**config.mk**
```make
export PLATFORM = sky130hd
export DESIGN_NAME = red_pitaya_dac_ramp
export DESIGN_NICKNAME = d
export VERILOG_FILES = /design/src/rtl/red_pitaya_dac_ramp.sv
export SDC_FILE = /design/constraint.sdc
export NUM_CORES = 1
export LEC_CHECK = 0
export ABC_AREA = 1
export BUFFER_PORTS_ARGS = -buffer_cell sky130_fd_sc_hd__buf_2
export CAP_MARGIN = 20
export CORE_ASPECT_RATIO = 1.2
export CORE_MARGIN = 5
export CORE_UTILIZATION = 30
export DETAILED_ROUTE_END_ITERATION = 8
export SETUP_SLACK_MARGIN = 0.4
export SLEW_MARGIN = 10
export SYNTH_ARGS = -nofsm -noshare
export SYNTH_HDL_FRONTEND = slang
export SYNTH_SLANG_ARGS = --single-unit
```
**constraint.sdc**
```tcl
create_clock -name dac_clk_i -period 9.75 [get_ports dac_clk_i]
set_clock_uncertainty 0.05 [all_clocks]
set_input_delay 1.95 -clock dac_clk_i [delete_from_list [all_inputs] [get_ports dac_clk_i]]
set_output_delay 1.95 -clock dac_clk_i [all_outputs]
set_load 0.02 [all_outputs]
```
**src/rtl/red_pitaya_dac_ramp.sv**
```systemverilog
// Per-channel DAC output stage: soft-start/soft-stop gain ramp on output-enable
// changes, followed by two's-complement to offset-binary conversion.
// Fixed 2-clock latency from dat_i to dac_dat_o in every state.
module red_pitaya_dac_ramp #(
   parameter int GW = 16
) (
   input  logic          dac_clk_i,
   input  logic          dac_rstn_i,
   input  logic [13:0]   dat_i,
   input  logic          out_en_i,
   input  logic [GW-1:0] ramp_step_i,
   output logic [13:0]   dac_dat_o,
   output logic [1:0]    state_o,
   output logic          busy_o,
   output logic          ramp_done_o
);

   typedef enum logic [1:0] {
      ST_OFF  = 2'd0,
      ST_UP   = 2'd1,
      ST_ON   = 2'd2,
      ST_DOWN = 2'd3
   } state_t;

   localparam logic [GW-1:0] GAIN_MAX = '1;

   state_t        state_q, state_d;
   logic [GW-1:0] gain_q, gain_d;
   logic          done_q, done_d;
   logic          busy_q, busy_d;
   logic [GW:0]   gain_sum;
   logic          step_zero;

   logic signed [14+GW:0] prod;
   logic signed [13:0]    scaled;
   logic signed [13:0]    s1_q, s1_d;
   logic [13:0]           dac_q;
   logic                  unused_prod;

   assign gain_sum  = {1'b0, gain_q} + {1'b0, ramp_step_i};
   assign step_zero = (ramp_step_i == '0);

   // State, gain and status registers; reset aborts any ramp silently.
   always_ff @(posedge dac_clk_i or negedge dac_rstn_i) begin
      if (!dac_rstn_i) begin
         state_q <= ST_OFF;
         gain_q  <= '0;
         done_q  <= 1'b0;
         busy_q  <= 1'b0;
      end else begin
         state_q <= state_d;
         gain_q  <= gain_d;
         done_q  <= done_d;
         busy_q  <= busy_d;
      end
   end

   // Next state and gain; a zero step jumps straight to the end point so the
   // FSM can never stall mid-ramp.
   always_comb begin
      state_d = state_q;
      gain_d  = gain_q;
      done_d  = 1'b0;
      unique case (state_q)
         ST_OFF: begin
            gain_d = '0;
            if (out_en_i) begin
               if (step_zero) begin
                  state_d = ST_ON;
                  gain_d  = GAIN_MAX;
                  done_d  = 1'b1;
               end else begin
                  state_d = ST_UP;
               end
            end
         end
         ST_UP: begin
            if (!out_en_i) begin
               state_d = ST_DOWN;
            end else if (step_zero || gain_sum[GW]) begin
               state_d = ST_ON;
               gain_d  = GAIN_MAX;
               done_d  = 1'b1;
            end else begin
               gain_d = gain_sum[GW-1:0];
            end
         end
         ST_ON: begin
            gain_d = GAIN_MAX;
            if (!out_en_i) begin
               if (step_zero) begin
                  state_d = ST_OFF;
                  gain_d  = '0;
                  done_d  = 1'b1;
               end else begin
                  state_d = ST_DOWN;
               end
            end
         end
         ST_DOWN: begin
            if (out_en_i) begin
               state_d = ST_UP;
            end else if (step_zero || gain_q <= ramp_step_i) begin
               state_d = ST_OFF;
               gain_d  = '0;
               done_d  = 1'b1;
            end else begin
               gain_d = gain_q - ramp_step_i;
            end
         end
         default: state_d = ST_OFF;
      endcase
   end

   // Busy flag follows the incoming state so it lines up with state_o.
   always_comb begin
      busy_d = (state_d == ST_UP) || (state_d == ST_DOWN);
   end

   // Gain multiply uses the gain/state being registered alongside the sample.
   assign prod        = $signed(dat_i) * $signed({1'b0, gain_d});
   assign scaled      = prod[GW+13:GW];
   assign unused_prod = ^{prod[GW-1:0], prod[14+GW]};

   // Stage-1 source select: zero when off, bypass when fully on.
   always_comb begin
      s1_d = scaled;
      case (state_d)
         ST_OFF:  s1_d = '0;
         ST_ON:   s1_d = $signed(dat_i);
         default: s1_d = scaled;
      endcase
   end

   // Two-stage output pipeline: scaled sample, then offset-binary code.
   always_ff @(posedge dac_clk_i or negedge dac_rstn_i) begin
      if (!dac_rstn_i) begin
         s1_q  <= '0;
         dac_q <= 14'h2000;
      end else begin
         s1_q  <= s1_d;
         dac_q <= {~s1_q[13], s1_q[12:0]};
      end
   end

   assign dac_dat_o   = dac_q;
   assign state_o     = state_q;
   assign busy_o      = busy_q;
   assign ramp_done_o = done_q;

endmodule

```
# [Word-level counts from Yosys, hierarchy flattened]
# Index checks and enable logic that the tools add are counted.
[word_totals] elab_cells=50 output_inout_bits=18 inputBits=33 reg_bits=48
[op_classes] mul=1 add_sub_neg=2 order_cmp=1 eq_ne=6 bitwise_logic=1 reduce_logical=6 mux=27
[op_table] op="$mux 16" count=8
[op_table] op="$pmux 16 s4" count=1
[op_table] op="$mul 14x17->30" count=1
[op_table] op="$pmux 14 s2" count=1
[op_table] op="$add 16x16->17" count=1
[op_table] op="$le 16x16->1" count=1
[op_table] op="$logic_not 16->1" count=1
[op_table] op="$mux 2" count=8
[op_table] op="$sub 16x16->16" count=1
[op_table] op="$eq 2x2->1 const B" count=4
[op_table] op="$pmux 2 s4" count=1
[op_table] op="$mux 1" count=7
[op_table] op="$eq 2x1->1 const B" count=2
[op_table] op="$logic_not 2->1" count=2
[op_table] op="$pmux 1 s4" count=1
[op_table] op="$logic_or 1x1->1" count=3
[op_table] op="$not 1->1" count=1

# [Longest topological paths before layout]
[depth] ltp_word=7 depth_mapped=42 depth_no_buf=42

# [Worst setup path after synthesis]
# No wires, ideal clock.
[synth_timing] path_type="input port to flip-flop" startpoint="input port ramp_step_i[4]" endpoint="register s1_q[10]" arrival_time_ps=8544 required_time_ps=9583 path_stages=38 setup_slack_ps=1039 path_buffers=1 setup_time_ps=117 path_cell_list="inv_1 > ha_1 > buf_2 > a21oi_1 > o21ai_1 > a21oi_1 > o21ai_1 > nand2_1 > nand2_1 > a21boi_1 > o21bai_1 > xor2_1 > o21ai_1 > nand2_1 > nand3_2 > nand2_2 > nor2_1 > fa_1 > (+2 left out) > inv_1 > fa_1 > fa_1 > fa_1 > inv_1 > fa_1 > inv_1 > ha_1 > a21oi_1 > o21ai_0 > a21oi_1 > nor2_1 > o21ai_0 > nand3_1 > a21oi_1 > nand3_1 > nand3_1 > nand2_1"
[synth_via] elab_chain_cells=7 word_cells_on_any_way=28 classes_between="add/sub (2); mul (1); order compare (1); eq/ne (1); mux (19); reduce/logical (4)"
[synth_rtl] element="start, declared" line="11" text="input logic [GW-1:0] ramp_step_i,"
[synth_rtl] element="$add 16x16->17 (tied with other cells)" line="40" text="assign gain_sum = {1'b0, gain_q} + {1'b0, ramp_step_i};"
[synth_rtl] element="$logic_or 1x1->1, on equally long branches" line="80, 103"
[synth_rtl] element="$mux 16 (tied with other cells)" line="80" text="end else if (step_zero || gain_sum[GW]) begin"
[synth_rtl] element="$mux 16 (tied with other cells)" line="78" text="if (!out_en_i) begin"
[synth_rtl] element="$pmux 16 s4 / $pmux 2 s4 (equally long branches)" line="64" text="unique case (state_q)"
[synth_rtl] element="$mul 14x17->30 (tied with other cells)" line="121" text="assign prod = $signed(dat_i) * $signed({1'b0, gain_d});"
[synth_rtl] element="$pmux 14 s2 (*)" line="128" text="case (state_d)"
[synth_rtl] element="named net s1_d[10]" line="36" text="logic signed [13:0] s1_q, s1_d;"
[synth_rtl] element="end signal, assigned" line="138" text="s1_q <= '0;"
[synth_rtl] element="end signal, assigned" line="141" text="s1_q <= s1_d;"
[synth_rtl] element="end, declared" line="36"
# Mark *: on every way through the listed nets, which the timed path passes. The rest lies on a longest branch.

# [Worst setup path in the final report]
[layout_timing] startpoint="input port ramp_step_i[0]" endpoint="register s1_q[11]"
[layout_via] elab_chain_cells=7 word_cells_on_any_way=28 classes_between="add/sub (2); mul (1); order compare (1); eq/ne (1); mux (19); reduce/logical (4)"
[layout_rtl] element="$add 16x16->17 (tied with other cells)" line="40"
[layout_rtl] element="$logic_or 1x1->1, on equally long branches" line="80, 103"
[layout_rtl] element="$mux 16, on equally long branches" line="80, 103"
[layout_rtl] element="$mux 16, on equally long branches" line="78, 101"
[layout_rtl] element="$pmux 16 s4 (*)" line="64"
[layout_rtl] element="named net gain_d[7]" line="28" text="logic [GW-1:0] gain_q, gain_d;"
[layout_rtl] element="$mul 14x17->30 (*)" line="121"
[layout_rtl] element="$pmux 14 s2 (*)" line="128"
[layout_rtl] element="named net s1_d[11]" line="36"
# Marked as above.

==> reports/metrics.csv <==
stage;metric;value;unit
outcome;status;finished clean;
critical_path;critPathBufInv;12;
floorplan;ios;51;
critical_path;slowest_delay;560;ps
cts;cts_max_level;2;
timing;finalSetupViolCount;0;
critical_path;reg2reg_depth;38;
critical_path;critPathKind;in2reg;
critical_path;cpMostUsedCell;inv_1;
cts;cts_buffers;5;
timing;postLayoutSetupSlackWorst;746.5;ps
routing;via_per_inst;4.874;
yosys;yosysSeqAreaShare;10.41;%
yosys;ys.flop_type;dfrtp_1;
timing;relSlewSlack;47.99;%
timing;hold_ws;304.5;ps
global_route;grt.overflow.total;0;
placement;pre_cts_slack;83.61;ps
timing;period_share;92.34;%
routing;wire_per_inst;17.00;um
finish;multiInputGateArea;9041;sq um
routing;vias;9947;
placement;io_buffers;50;
floorplan;core_region_area;37570;sq um
global_route;grt_pass1_wl;55570;um
routing;route.detailed.drc;0;
timing;finalMaxSlewViolations;0;
floorplan;initial_core_util;30.11;%
yosys;synth-edff-count;0;
floorplan;die_area;41710;sq um
critical_path;crit_fanout;8;
floorplan;die_width;187.3;um
yosys;synth_cells;1492;
global_route;grt_start_max_net_pins;48;
finish;final_cells;2041;
global_route;antenna_found_initial;0;
run;maxCapViolCount;0;
yosys;ys_ff_latch;47;
finish;syn_to_final_growth;14.12;%
yosys;async_reset_ff_share;100.0;%
placement;placedCellCount;2008;
timing;rsz0062_at_grt;true;
critical_path;cp.depth;39;
timing;fin_tns_setup;0;ps
finish;antenna_cells;0;
critical_path;path_delay_family;adder cells;
timing;fin_crit;9003;ps
yosys;syn_area_per_cell;7.583;sq um
timing;finalHoldViolCount;0;
cts;hold_buffers;0;
cts;clockBufferDepth;2;
cts;clock-sinks;47;
floorplan;num_rows;78;
routing;postRouteWirelength;34700;um
min_path;hp-class;reg2reg;
routing;ant_nets;0;
yosys;yosysWarnings;0;
placement;place_hpwl;28300;um
critical_path;cp.arrival;9160;ps
critical_path;cp-end-kind;register;
timing;max_freq;111.1;MHz
floorplan;die_height;222.7;um
cts;cts_root_buf;clkbuf_16;
min_path;hold_depth;0;
timing;tightest_slew;777.6;ps
critical_path;cp_data_required_time;9900;ps
finish;nFillCells;3942;
placement;gp_congestion;0.9597;
finish;seq_area;1177;sq um
yosys;syn_nets;1828;
yosys;synth_area;11310;sq um
global_route;track_usage;16.60;%
finish;final_nets;1896;
routing;first_pass_iters;5;
yosys;synth_cell_types;49;
cts;clk_latency;310;ps
critical_path;crit_path_top_delay_cell;fa_1;
routing;drtIter0Drc;641;
global_route;grt_pass1_vias;10360;
cts;clkTransAtPathRegs;80;ps
cts;cts_tree;yes;
finish;layout-drive-gt1-share;14.67;%
critical_path;cp-start-kind;input port;
==> per-layer routing <==
metal	track usage (%)	vias to the layer above	part of all wire, %
met3	1.760	60	4.5
met4	5.750	0	3.2
met2	29.14	265	50
met5	0	-	0
met1	21.26	4905	42
li1	-	4717	-
==> state kept, by name, summed over array words and instances, names as in the netlist <==
register	flops
dac_dat_o	14
gain_q	16
s1_q	14
state_o	1
busy_o	1
ramp_done_o	1
==> path summary, 6_finish.rpt <==
path / start / to / slack, ps
min in group asynchronous: dac_rstn_i / dac_dat_o[2] / 1680
max reg2reg: gain_q[0] / s1_q[11] / 2070
max in group asynchronous: dac_rstn_i / ramp_done_o / 7490
min reg2reg: s1_q[10] / dac_dat_o[10] / 300
max: ramp_step_i[0] / s1_q[11] / 750
min: s1_q[10] / dac_dat_o[10] / 300
==> synthesized netlist by cell type, drive strengths merged, types with 2 or more instances <==
cell type    n  area, sq um
nand3       45        250.2
xor2        21        183.9
or2          2        12.51
fa         167         3343
clkinv       5        18.77
inv        330         1239
ha         136         1702
o21bai       5        37.54
nand2      283         1142
nand3b       2        15.01
a211oi       3        22.52
dfrtp       46         1151
nand4        6        37.54
o21ai       59        306.5
a31oi       10        68.81
o221ai      13        113.9
clkbuf      21        78.83
a21o         2        15.01
o22ai        6        37.54
nor2       202        773.2
a21oi       72        364.1
o31ai        5        37.54
o21a         5        37.54
xnor2        4        35.03
buf         19        111.4
a21boi       3        26.28
o211ai       4        30.03
o311ai       3        26.28
nor3         8        40.04
==> logic make-up (layout without fill, tap and decap cells) <==
group | count (synthesis) | in the layout | share of synthesized area, %
AND/OR/NAND/NOR | 550 | 550 | 20.18
buffers and inverters | 375 | 444 | 12.80
adder cells (fa/ha/maj) | 303 | 303 | 44.59
AO/OA/AOI/OAI | 192 | 192 | 10.09
flip-flops | 47 | 47 | 10.41
XOR/XNOR | 25 | 25 | 1.935
==> cell type report <==
cell class,count,share of cell area (%)
clock buffer,5,0.9691
timing repair buffer,101,5.000
multi-input combinational,1070,70.03
tap,480,4.652
inverter,335,9.894
clock inverter,3,0.3392
sequential,47,9.119
==> placed cells by master, fill, tap and decap left out, types with 5 or more instances in the layout <==
cell / netlist / final
nand4_1: 6 / 6
clkbuf_16: 0 / 5
nor3_1: 8 / 7
nand3_2: 5 / 5
nand2_1: 261 / 254
fa_1: 167 / 165
ha_4: 0 / 6
o21ai_0: 39 / 36
inv_2: 25 / 19
nor2_1: 198 / 194
o22ai_1: 6 / 5
nand3_1: 40 / 40
a21oi_1: 71 / 60
clkinv_1: 5 / 5
nand2_2: 17 / 19
nand2_4: 5 / 9
dfrtp_1: 46 / 46
a21oi_2: 1 / 11
inv_1: 305 / 304
xor2_1: 21 / 21
o221ai_1: 13 / 7
o21a_1: 5 / 5
inv_4: 0 / 6
nor2_2: 3 / 7
buf_4: 5 / 50
o31ai_1: 5 / 5
ha_2: 0 / 9
buf_2: 11 / 50
o21ai_1: 19 / 21
o21bai_1: 5 / 5
ha_1: 136 / 121
o221ai_2: 0 / 6
==> per-stage QoR <==
stage	instance area [sq um]	utilization (%)
2_1_floorplan	11310	-
3_3_place_gp	12170	32.39
3_5_place_dp	12170	32.39
4_1_cts	12370	32.91
5_1_grt	12910	34.36
6_report	12910	34.36
==> repair_timing <==
item | in CTS | in global routing
pin swaps | 0 | 31
cloned | 0 | 0
gates resized for setup | 0 | 84
setup endpoints to repair | 2 | 12
setup buffers | 2 | 23
Power is not shown: default switching activity piles up to over one toggle a cycle in this logic, so the estimate is an artifact.
